**config.mk**
```make
export PLATFORM = sky130hd
export DESIGN_NAME = fc_vector_loader
export DESIGN_NICKNAME = d
export VERILOG_FILES = /design/src/rtl/fc_vector_loader.sv
export SDC_FILE = /design/constraint.sdc
export NUM_CORES = 2
export LEC_CHECK = 0
export CORE_UTILIZATION = 50
export CTS_CLUSTER_SIZE = 24
export DETAILED_ROUTE_END_ITERATION = 6
export PLACE_DENSITY_LB_ADDON = 0.25
export SYNTH_ARGS = -nofsm -noshare
export SYNTH_HDL_FRONTEND = slang
export SYNTH_SLANG_ARGS = --single-unit
```
**constraint.sdc**
```tcl
create_clock -name clk -period 67.3 [get_ports clk]
set_clock_uncertainty 0.05 [all_clocks]
set_input_delay 16.825 -clock clk [delete_from_list [all_inputs] [get_ports clk]]
set_output_delay 16.825 -clock clk [all_outputs]
set_load 0.02 [all_outputs]
```
**src/rtl/fc_vector_loader.sv**
```systemverilog
// -----------------------------------------------------------------------------
// fc_vector_loader
//
// Builds the input vector for the fully-connected `layer` neuron array. A
// serial stream of activation words is packed into an IN-element vector, which
// is presented in parallel on x for the combinational layer.
//
// Two register banks work as a ping-pong buffer. One bank fills from the
// stream while the other holds a finished frame stable for the layer and for
// whatever captures the layer output.
//
// Ports
//   clk      in   rising-edge clock
//   rst      in   asynchronous, active-high reset
//   s_data   in   [WIDTH-1:0] activation word, element order 0..IN-1
//   s_valid  in   s_data is valid
//   s_last   in   final word of a frame (qualified by s_valid & s_ready)
//   s_ready  out  loader can accept a word this cycle
//   x        out  [WIDTH-1:0] x [0:IN-1] parallel vector to the layer
//   x_valid  out  x holds a complete frame
//   x_ready  in   consumer has taken x; releases the read bank
//   err_len  out  one-cycle pulse when a frame's length is wrong
// -----------------------------------------------------------------------------
module fc_vector_loader #(
  parameter int WIDTH = 8,
  parameter int IN    = 84
) (
  input  logic             clk,
  input  logic             rst,
  input  logic [WIDTH-1:0] s_data,
  input  logic             s_valid,
  input  logic             s_last,
  output logic             s_ready,
  output logic [WIDTH-1:0] x [0:IN-1],
  output logic             x_valid,
  input  logic             x_ready,
  output logic             err_len
);

  localparam int IDX_W = (IN > 1) ? $clog2(IN) : 1;
  localparam logic [IDX_W-1:0] LAST_IDX = IDX_W'(IN - 1);

  // Frame storage, one register array per bank.
  logic [WIDTH-1:0] bank0 [0:IN-1];
  logic [WIDTH-1:0] bank1 [0:IN-1];

  // Control state.
  logic [1:0]       full;
  logic             wr_sel;
  logic             rd_sel;
  logic [IDX_W-1:0] idx;

  // Per-cycle decodes.
  logic             accept;
  logic             at_last_idx;
  logic             complete;
  logic             early_last;
  logic             missing_last;
  logic             consume;
  logic [1:0]       full_nxt;

  // s_ready depends only on registered state and rst, never on s_valid, so
  // upstream logic cannot form a combinational loop through this block.
  assign s_ready = !rst && !full[wr_sel];

  assign accept       = s_valid && s_ready;
  assign at_last_idx  = (idx == LAST_IDX);
  // The element count decides frame completion; s_last only flags errors.
  assign complete     = accept && at_last_idx;
  assign missing_last = complete && !s_last;
  assign early_last   = accept && s_last && !at_last_idx;

  // x_valid comes straight from the flag register of the bank being read.
  assign x_valid = full[rd_sel];
  assign consume = x_valid && x_ready;

  // Completion and consume always target different banks: completion needs
  // the write bank empty, consume needs the read bank full. Both updates can
  // therefore be applied in the same cycle without losing a frame.
  always_comb begin
    full_nxt = full;
    if (complete) full_nxt[wr_sel] = 1'b1;
    if (consume)  full_nxt[rd_sel] = 1'b0;
  end

  always_ff @(posedge clk or posedge rst) begin
    if (rst) begin
      full    <= 2'b00;
      wr_sel  <= 1'b0;
      rd_sel  <= 1'b0;
      idx     <= '0;
      err_len <= 1'b0;
    end else begin
      full    <= full_nxt;
      err_len <= missing_last || early_last;
      if (consume) rd_sel <= !rd_sel;
      if (accept) begin
        if (complete) begin
          wr_sel <= !wr_sel;
          idx    <= '0;
        end else if (early_last) begin
          // Short frame: drop it and refill the same bank from element 0.
          idx    <= '0;
        end else begin
          idx    <= idx + 1'b1;
        end
      end
    end
  end

  // Storage is cleared on reset so x reads as all zeros until the first frame.
  always_ff @(posedge clk or posedge rst) begin
    if (rst) begin
      for (int i = 0; i < IN; i++) begin
        bank0[i] <= '0;
        bank1[i] <= '0;
      end
    end else if (accept) begin
      if (wr_sel) bank1[idx] <= s_data;
      else        bank0[idx] <= s_data;
    end
  end

  // The read bank only changes on consume, so x is stable while a frame waits.
  always_comb begin
    for (int i = 0; i < IN; i++) begin
      x[i] = rd_sel ? bank1[i] : bank0[i];
    end
  end

endmodule

```
==> results.cfg <==
[cells_and_area]
stdcell_count = 6162
synthToLayoutAreaGrowth_pct = 22.3
drive_gt1_share_pct = 50.6
final_core_util_pct = 61.9
postLayoutCellArea_um2 = 72200
layout.nets = 4539

[worst_setup_path]
worst_setup_path_end_kind = primary output
worstSetupStartpointType = primary input
cp_cell_sequence = clkdlybuf4s50_1 > nor2_1 > clkdlybuf4s50_1
ff2ff_setup_slack_ps = 63650
cp-startpoint = rst
path_buf_inv = 2
crit_family = buffers and inverters
r2r-end = bank0[112]
slowest_delay_ps = 640
r2r_start = idx[2]
crit_fanout = 7
cp_common_cell = clkdlybuf4s50_1
r2r_cells = 4
path_depth = 3
arrival_ps = 18320
crit_slowest_cell = clkdlybuf4s50_1
critPathRequiredTime_ps = 50430
critPathKind = primary input to primary output
cp-endpoint = s_ready

[cts]
cts_tree = done
postCtsSetupBuffers = 0
cts-buffers-inserted = 145
cts_resized = 0
cts-htree-levels = 4
clk_latency_ps = 740
clkTransAtPathRegs_ps = 60
clk_path_buf_depth = 3
cts-root-buf = clkbuf_16
ctsHoldBuffers = 0
clock_sinks = 1356

[route]
topRoutingLayerUsed = met4
ant_nets = 0
wl_met3_mm = 10.0
viasPerCell = 5.64
m1WireLength_mm = 69.5
wl_per_cell_um = 26.5
wirelength_mm = 163
drtIter0Drc = 1854
firstDrtPassIters = 5
vias = 34700
wl_met2_mm = 77.2
drc = 0

[place]
gp_congestion = 0.791
dp.cells = 5902
hpwl_mm = 104
dpl_cell_area_um2 = 67400
io_buffers = 687

[global_routing]
grt_overflow = 0
grt_usage_pct = 27.4
grt_pass1_wl_mm = 246
grt_max_degree = 181
grt_pass1_vias = 36500
antenna_found_initial = 10

[timing]
slew_viol_final = 0
fin_crit_sh_pct = 52.3
rsz0062_at_grt = no
min_period_ps = 35200
timing.slew.headroom_pct = 21.7
hold_viol = 0
tightest_slew_ps = 1170
setup_viol = 0
clock.fmax_mhz = 28.4
fin_tns_setup_ps = 0

[logic_synthesis]
yosys-top-cells-area = dfrtp_1 (57%), mux2_2 (38%), clkbuf_1 (1.5%), nand2_1 (0.95%), nor3_2 (0.19%)
async_reset_ff_share_pct = 100
yosys.area.top_type_share_pct = 57.5
synth_nets = 3918
syn_area_per_cell_um2 = 15.1
synth_cells = 3904
syn_area_um2 = 59000
synth_top_area_cell = dfrtp_1
synth_seq_cells = 1356
synth_edf_count = 0
yosys_most_used_dff = dfrtp_1
ys_seq_area_share_pct = 57.5
ys_types = 35
ys.warnings.count = 0

[hold_path]
min_delay_path_depth = 1
hp-class = register to register

[power]
peakVddDrop_uv = 22.7
p_leak_nw = 35.7
p_per_area_nw_per_um2 = 26.0
p_total_mw = 1.88

[floorplan]
initial_core_util_pct = 50.6
core-area_um2 = 117000
pin_count = 688
die_h_um = 346
fp-row-count = 125
dieArea_um2 = 119000
die_w_um = 346

[status]
status = completed

[job]
drv_cap = 0
-- how the worst min path moves through the flow --
| stage | slack, ps | to | start |
|---|---|---|---|
| floorplan | 420 | bank1[0] | bank1[0] |
| global placement | 430 | bank1[340] | bank1[340] |
| detailed placement | 440 | bank1[129] | bank1[129] |
| CTS | 450 | bank1[454] | bank1[454] |
| global route | 450 | bank0[655] | bank0[655] |
| finish | 450 | bank0[622] | bank0[622] |
-- worst register-to-register path, stage by stage (launching register included) --
cell,delay [ps]
dfrtp_1,630
and3b_1,970
nand2_1,590
nor2b_1,880
mux2_2,420
-- cell type report --
| type | count | area [µm²] |
|---|---|---|
| Tap cell | 1524 | 1910 |
| Inverter | 2 | 15.0 |
| Antenna cell | 1 | 2.50 |
| Clock inverter | 37 | 479 |
| Multi-Input combinational cell | 2276 | 24100 |
| Sequential cell | 1356 | 33900 |
| Clock buffer | 222 | 4380 |
| Fill cell | 8923 | 44500 |
| Timing Repair Buffer | 744 | 7380 |
-- metrics by stage --
step           hold WS [ps]  worst slack [ps]
4_1_cts                 450             32110
3_3_place_gp            431             32140
2_1_floorplan           424             12200
5_1_grt                 455             32070
6_report                446             32100
3_5_place_dp            437             32110
-- cells in the mapped netlist, types with 2 or more instances --
cell type  count
inv_1          2
and3_1         2
mux2_2      2018
nor4b_1        3
nand3b_1       2
nand2_1      149
buf_2         20
dfrtp_1     1356
nor4_4         2
nor4_1         2
nor2b_1       12
nor2_2         2
xnor2_1        8
clkbuf_1     242
nor3_2        11
and3b_1        4
a21oi_1        3
nor2_1        18
nor3b_1        3
buf_1          8
nand2b_1       5
nand2_2        8
nor3_1         3
and2_1        10
-- power by group --
part / internal, mW / switching [mW] / leakage (nW)
registers: 0.842 / 0.0151 / 18.9
logic: 0.0881 / 0.122 / 14.5
clock network: 0.480 / 0.330 / 2.38
total: 1.41 / 0.467 / 35.7
-- per-layer routing --
layer / global-route usage (%) / up-vias
li1: - / 15200
met1: 35.9 / 18500
met2: 43.5 / 751
met3: 7.25 / 255
met4: 10.7 / 0
met5: 0 / -
-- state kept, by name, indices dropped and copies added (netlist names) --
signal,count
bank0,672
bank1,672
idx,7
full,2
err_len,1
rd_sel,1
wr_sel,1
-- logic make-up after synthesis --
group	count (synthesis)	share of synthesized area [%]
flip-flops	1356	57.5
AO/OA/AOI/OAI	6	0.0615
multiplexers	2018	38.5
adder cells (fa/ha/maj)	1	0.0212
buffers and inverters	272	1.77
XOR/XNOR	8	0.119
AND/OR/NAND/NOR	243	2.06
-- cells in the final DEF, fill, tap and decap left out, types with 2 or more instances in the layout --
cell type	Yosys	final
bufinv_16	0	8
nor4_4	2	2
clkbuf_8	0	33
and2_1	10	10
nor3_2	11	11
nor3b_2	1	3
nand2_2	8	8
inv_16	0	2
and3b_1	4	4
mux2_2	2018	2018
nor2_2	2	5
a21oi_1	3	3
clkinv_8	0	4
clkbuf_1	242	38
nor2_1	18	15
nand3b_1	2	2
clkinvlp_4	0	3
xnor2_1	8	8
clkbuf_16	0	151
nor4b_2	0	3
nor3_1	3	3
buf_4	0	52
and3_1	2	2
buf_12	0	5
clkinv_2	0	17
clkdlybuf4s50_1	0	679
nor2b_1	12	6
inv_6	0	3
nor2b_2	0	6
nand2_1	149	149
nand2b_1	5	5
nor4_1	2	2
buf_6	0	8
dfrtp_1	1356	1355
Power figures use the tool's default switching activity.
